### src/rtl/atwd_buffer_ctrl.sv
// Sequencer for the 512x16 ATWD sample buffer: fills the RAM from the digitizer,
// then drains it in address order onto a valid/ready stream through a 2-entry FIFO.
module atwd_buffer_ctrl #(
    parameter int DATA_W   = 16,
    parameter int SAMPLES  = 128,
    parameter int CHANNELS = 4,
    parameter int ADDR_W   = 9
) (
    input  logic              CLK,
    input  logic              RST,
    input  logic              wr_start,
    input  logic [2:0]        nch,
    input  logic              wr_valid,
    input  logic [DATA_W-1:0] wr_data,
    input  logic              abort,
    output logic [DATA_W-1:0] buf_data,
    output logic [ADDR_W-1:0] buf_wraddress,
    output logic              buf_wren,
    output logic [ADDR_W-1:0] buf_rdaddress,
    input  logic [DATA_W-1:0] buf_q,
    output logic              rd_valid,
    output logic [DATA_W-1:0] rd_data,
    output logic [1:0]        rd_ch,
    output logic              rd_last,
    input  logic              rd_ready,
    output logic              busy,
    output logic              done,
    output logic              wr_err
);

    localparam int SAMPLE_W = $clog2(SAMPLES);

    typedef enum logic [1:0] {S_IDLE, S_FILL, S_DRAIN} state_t;

    state_t            r_state, w_next_state;
    logic [1:0]        r_last_ch;
    logic [ADDR_W-1:0] r_wr_ptr, r_rd_ptr, r_tag_addr, w_last_addr;
    logic              r_rd_all, r_inflight;
    logic [DATA_W-1:0] r_fifo_data [2];
    logic [1:0]        r_fifo_ch   [2];
    logic              r_fifo_last [2];
    logic              r_head;
    logic [1:0]        r_count, w_occ;
    logic [DATA_W-1:0] r_buf_data;
    logic [ADDR_W-1:0] r_buf_wraddress;
    logic              r_buf_wren, r_wr_err;
    logic              w_start, w_wr_accept, w_fill_end, w_pop, w_issue, w_done, w_push_idx;
    logic [1:0]        w_last_ch_sel;

    assign w_last_addr   = {r_last_ch, {SAMPLE_W{1'b1}}};
    assign w_last_ch_sel = (nch == 3'd0 || nch > 3'(CHANNELS)) ? 2'(CHANNELS - 1) : 2'(nch - 3'd1);
    assign w_start       = (r_state == S_IDLE) && wr_start && !abort;
    assign w_wr_accept   = (r_state == S_FILL) && wr_valid && !abort;
    assign w_fill_end    = w_wr_accept && (r_wr_ptr == w_last_addr);

    assign rd_valid = (r_count != 2'd0);
    assign rd_data  = rd_valid ? r_fifo_data[r_head] : '0;
    assign rd_ch    = rd_valid ? r_fifo_ch[r_head]   : 2'd0;
    assign rd_last  = rd_valid && r_fifo_last[r_head];
    assign w_pop    = rd_valid && rd_ready;
    assign w_done   = (r_state == S_DRAIN) && w_pop && rd_last && !abort;

    // A slot freed by this cycle's pop may be re-issued at once; that keeps the
    // stream bubble-free while never holding more than two words in the pipe.
    assign w_occ      = r_count + {1'b0, r_inflight};
    assign w_issue    = (r_state == S_DRAIN) && !abort && !r_rd_all && ((w_occ < 2'd2) || w_pop);
    assign w_push_idx = r_head ^ r_count[0];

    assign buf_data      = r_buf_data;
    assign buf_wraddress = r_buf_wraddress;
    assign buf_wren      = r_buf_wren;
    assign buf_rdaddress = r_rd_ptr;
    assign busy          = (r_state != S_IDLE);
    assign done          = w_done;
    assign wr_err        = r_wr_err;

    always_ff @(posedge CLK or posedge RST) begin
        if (RST) r_state <= S_IDLE;
        else     r_state <= w_next_state;
    end

    always_comb begin
        w_next_state = r_state;
        if (abort) begin
            w_next_state = S_IDLE;
        end else begin
            case (r_state)
                S_IDLE:  if (wr_start)   w_next_state = S_FILL;
                S_FILL:  if (w_fill_end) w_next_state = S_DRAIN;
                S_DRAIN: if (w_done)     w_next_state = S_IDLE;
                default: w_next_state = S_IDLE;
            endcase
        end
    end

    always_ff @(posedge CLK or posedge RST) begin
        if (RST) begin
            r_last_ch       <= 2'd0;
            r_wr_ptr        <= '0;
            r_rd_ptr        <= '0;
            r_tag_addr      <= '0;
            r_rd_all        <= 1'b0;
            r_inflight      <= 1'b0;
            r_head          <= 1'b0;
            r_count         <= 2'd0;
            r_buf_data      <= '0;
            r_buf_wraddress <= '0;
            r_buf_wren      <= 1'b0;
            r_fifo_data[0]  <= '0;
            r_fifo_data[1]  <= '0;
            r_fifo_ch[0]    <= 2'd0;
            r_fifo_ch[1]    <= 2'd0;
            r_fifo_last[0]  <= 1'b0;
            r_fifo_last[1]  <= 1'b0;
        end else if (abort) begin
            r_wr_ptr   <= '0;
            r_rd_ptr   <= '0;
            r_rd_all   <= 1'b0;
            r_inflight <= 1'b0;
            r_head     <= 1'b0;
            r_count    <= 2'd0;
            r_buf_wren <= 1'b0;
        end else begin
            r_buf_wren <= 1'b0;
            if (w_start) begin
                r_last_ch <= w_last_ch_sel;
                r_wr_ptr  <= '0;
                r_rd_ptr  <= '0;
                r_rd_all  <= 1'b0;
            end
            if (w_wr_accept) begin
                r_buf_data      <= wr_data;
                r_buf_wraddress <= r_wr_ptr;
                r_buf_wren      <= 1'b1;
                if (!w_fill_end) r_wr_ptr <= r_wr_ptr + 1'b1;
            end
            // The read pointer parks on the last address so nothing beyond N-1 is ever presented.
            if (w_issue) begin
                r_tag_addr <= r_rd_ptr;
                if (r_rd_ptr == w_last_addr) r_rd_all <= 1'b1;
                else                         r_rd_ptr <= r_rd_ptr + 1'b1;
            end
            r_inflight <= w_issue;
            if (r_inflight) begin
                r_fifo_data[w_push_idx] <= buf_q;
                r_fifo_ch[w_push_idx]   <= r_tag_addr[ADDR_W-1 -: 2];
                r_fifo_last[w_push_idx] <= (r_tag_addr == w_last_addr);
            end
            if (w_pop) r_head <= ~r_head;
            case ({r_inflight, w_pop})
                2'b10:   r_count <= r_count + 2'd1;
                2'b01:   r_count <= r_count - 2'd1;
                default: r_count <= r_count;
            endcase
        end
    end

    always_ff @(posedge CLK or posedge RST) begin
        if (RST)                                   r_wr_err <= 1'b0;
        else if (w_start)                          r_wr_err <= 1'b0;
        else if (wr_valid && (r_state != S_FILL))  r_wr_err <= 1'b1;
    end

endmodule

### config.mk
export PLATFORM = sky130hd
export DESIGN_NAME = atwd_buffer_ctrl
export DESIGN_NICKNAME = d
export VERILOG_FILES = /design/src/rtl/atwd_buffer_ctrl.sv
export SDC_FILE = /design/constraint.sdc
export NUM_CORES = 1
export LEC_CHECK = 0
export CAP_MARGIN = 10
export CORE_MARGIN = 5
export CORE_UTILIZATION = 51
export DETAILED_ROUTE_END_ITERATION = 12
export GPL_ROUTABILITY_DRIVEN = 0
export GPL_TIMING_DRIVEN = 0
export HOLD_SLACK_MARGIN = 0.12
export PLACE_DENSITY = 0.89
export SKIP_CTS_REPAIR_TIMING = 1
export SLEW_MARGIN = 0
export SYNTH_ARGS = -nofsm -noshare
export SYNTH_HDL_FRONTEND = slang
export SYNTH_SLANG_ARGS = --single-unit
### constraint.sdc
create_clock -name CLK -period 4.5 [get_ports CLK]
set_input_delay 0.675 -clock CLK [delete_from_list [all_inputs] [get_ports CLK]]
set_output_delay 0.675 -clock CLK [all_outputs]
set_load 0.02 [all_outputs]
==> impl_metrics.ini <==
[worst_setup_path]
cp_max_fo = 10
startpoint = r_head
rr_startpoint = r_wr_ptr[0]
path_cells = buf_2 -> buf_1 -> mux2i_1 -> nor2_1 -> clkdlybuf4s50_1
cp_data_required_time_ns = 3.83
cp-end-kind = primary output
arrival_ns = 2.68
crit_cells = 5
reg2reg_slack_ns = 2.13
r2r-end = r_wr_ptr[7]
critPathTopFamily = buffers and inverters
critPathBufInv = 3
rr_worst_depth = 6
slowest_delay_ns = 0.61
path_class = flop to primary output
cp-start-kind = flop
cp_slowest_cell = buf_1
crit_end = rd_data[9]

[drt]
via_per_inst = 5.53
drt_pre_antenna_iters = 4
drc = 0
ant_nets = 0
wire_per_inst_um = 16.5
drt_first_iter_violations = 154
vias = 3794
routed_wl_mm = 11.3

[clock_network]
clockBufferDepth = 2
cts-htree-levels = 3
clock-root-buffer = clkbuf_8
clk_pin_slew_ns = 0.10
cts_buffers = 9
cts_num_sinks = 101
cts_tree = done
clk_latency_ns = 0.36

[run]
maxCapViolCount = 0

[cells_and_area]
antenna_cells = 0
num-fill-cells = 726
drive_gt1_share_pct = 11.3
final_net_count = 614
fin_area_mm2 = 0.00602
finalNonFillerCells = 686
syn2layout_area_growth_pct = 28.4

[global_route]
grt_max_degree = 78
antenna_found_initial = 0
grt_overflow = 0
first_global_vias = 4001
grt_pass1_wl_mm = 19.3
grt.total_usage_pct = 21.0

[sta]
worstMarginPinSlew_ns = 0.743
hold_viol_final = 0
maxSlewViolCount = 0
tns_ns = 0
finalClockSkew_ns = 0.00756
period_needed_ns = 3.35
layout_worst_path_cycle_share_pct = 74.5
setup_viol_count_final = 0
slew_headroom_pct = 50.0
rsz0062_at_grt = false
fmax_ghz = 0.298

[logic_synthesis]
synth_top_area_share_pct = 53.9
synth_area_leaders = dfrtp_1 54%, mux2_2 9.1%, nand2_1 8.8%, mux2i_1 4.1%, nor2_1 2.2%
synth_edf_count = 0
ys_seq_area_share_pct = 53.9
syn_inst = 460
ys_ff_latch = 101
yosys_most_used_dff = dfrtp_1
syn_nets = 504
async_flop_share_pct = 100
yosysMostFrequentCell = nand2_1
yosysWarnings = 0
avgSynthCellArea_um2 = 10.2
synth_commonest_cells = 110 x nand2_1, 101 x dfrtp_1, 38 x mux2_2, 27 x nor2_1
synth_cell_types = 46
synth.cell_area_mm2 = 0.00469
yosys.area.top_type = dfrtp_1

[power]
ir_drop_uv = 231
powerDensity_mw_per_mm2 = 300
power.total_mw = 1.81
power_leakage_nw = 2.68

[floorplan]
ioPinCount = 99
die-area_mm2 = 0.0112
start_util_pct = 51.5
rows = 35
chipWidth_um = 106
core_area_mm2 = 0.00911
die_h_um = 106

[run_status]
outcome = completed

[min_path]
min_path_type = flop to flop
holdPathStages = 2

[placement]
post_dp_cell_area_mm2 = 0.00584
portBuffers = 98
dp.cells = 670
hpwl_mm = 8.23
cell usage in the layout, fill, tap and decap left out, drive strengths merged, types with 2 or more instances in the layout:
master / Yosys / final
nand4b: 2 / 2
nor4: 4 / 4
xnor2: 6 / 6
buf: 8 / 9
or4: 6 / 6
mux2: 38 / 38
ha: 3 / 3
a31oi: 3 / 3
nor3b: 2 / 2
clkdlybuf4s50: 0 / 98
o211ai: 13 / 13
nand2b: 2 / 2
nand4: 6 / 6
or3: 4 / 4
inv: 9 / 11
clkbuf: 19 / 28
clkinv: 0 / 4
nor3: 4 / 4
a21oi: 18 / 18
nor2: 27 / 27
nand3: 12 / 12
or3b: 3 / 3
o31ai: 3 / 3
o21a: 3 / 3
nand2: 110 / 110
xor2: 8 / 8
nand3b: 3 / 3
dfrtp: 101 / 101
o21ai: 9 / 9
mux2i: 19 / 19
report_power, final:
group	switching, mW	internal, mW
combinational	0.150	0.131
clock	0.334	0.209
sequential	0.0320	0.952
total	0.516	1.29
sequential cells by signal, indices dropped and copies added (netlist names):
name,flops
r_tag_addr,9
r_fifo_last,2
r_fifo_data,32
r_rd_all,1
r_state,2
buf_data,16
buf_rdaddress,9
r_last_ch,2
wr_err,1
r_fifo_ch,4
r_head,1
r_inflight,1
buf_wraddress,9
buf_wren,1
r_count,2
r_wr_ptr,9
metrics by stage:
stage	worst slack, ns	hold slack, ns	utilization (%)
after global placement	-0.152	0.458	63.8
after floorplan	1.18	0.445	-
after CTS	1.13	0.487	66.1
final	1.15	0.485	66.1
after detailed placement	1.30	0.463	64.1
after global routing	0.998	0.506	66.1
worst reg2reg max path: cells and delay by family (launching register included):
family	cells	cell delay (ns)
and+or+nand+nor	2	0.97
DFF	1	0.46
buffers and inverters	1	0.34
AOI/OAI and AO/OA	2	0.31
adders and majority gates	1	0.22
worst min-delay path by stage:
stage | from | endpoint
after global routing | r_tag_addr[4] | r_tag_addr[4]
after detailed placement | r_tag_addr[4] | r_tag_addr[4]
after global placement | buf_data[5] | buf_data[5]
after CTS | r_tag_addr[4] | r_tag_addr[4]
final | buf_wraddress[2] | buf_wraddress[2]
after floorplan | r_tag_addr[2] | r_tag_addr[2]
layer usage:
metal | global-route usage (%) | up-vias | part of all wire (%)
met4 | 4.63 | 0 | 1.1
met2 | 35.6 | 126 | 49
met1 | 26.9 | 1850 | 42
li1 | - | 1803 | -
met5 | 0 | - | 0
met3 | 6.01 | 15 | 7.4
area by class of cell:
type	count	area, um^2	share of cell area, %
Sequential cell	101	2530	42.0
Multi-Input combinational cell	323	2020	33.5
Timing Repair Buffer	99	1010	16.7
Tap cell	111	139	2.31
Clock buffer	9	124	2.06
Buffer	27	110	1.83
Clock inverter	7	58.8	0.976
Inverter	9	36.3	0.602
logic make-up (layout without fill, tap and decap cells):
family | Yosys count | count (layout) | share of synthesized area (%)
multiplexers | 57 | 57 | 13.2
XOR/XNOR | 14 | 14 | 2.61
adder cells (fa/ha/maj) | 3 | 3 | 0.800
buffers and inverters | 36 | 151 | 3.07
AND/OR/NAND/NOR | 192 | 192 | 18.6
flip-flops | 101 | 101 | 53.9
AO/OA/AOI/OAI | 57 | 57 | 7.84
Note: power is estimated with default switching activity, not from simulation.
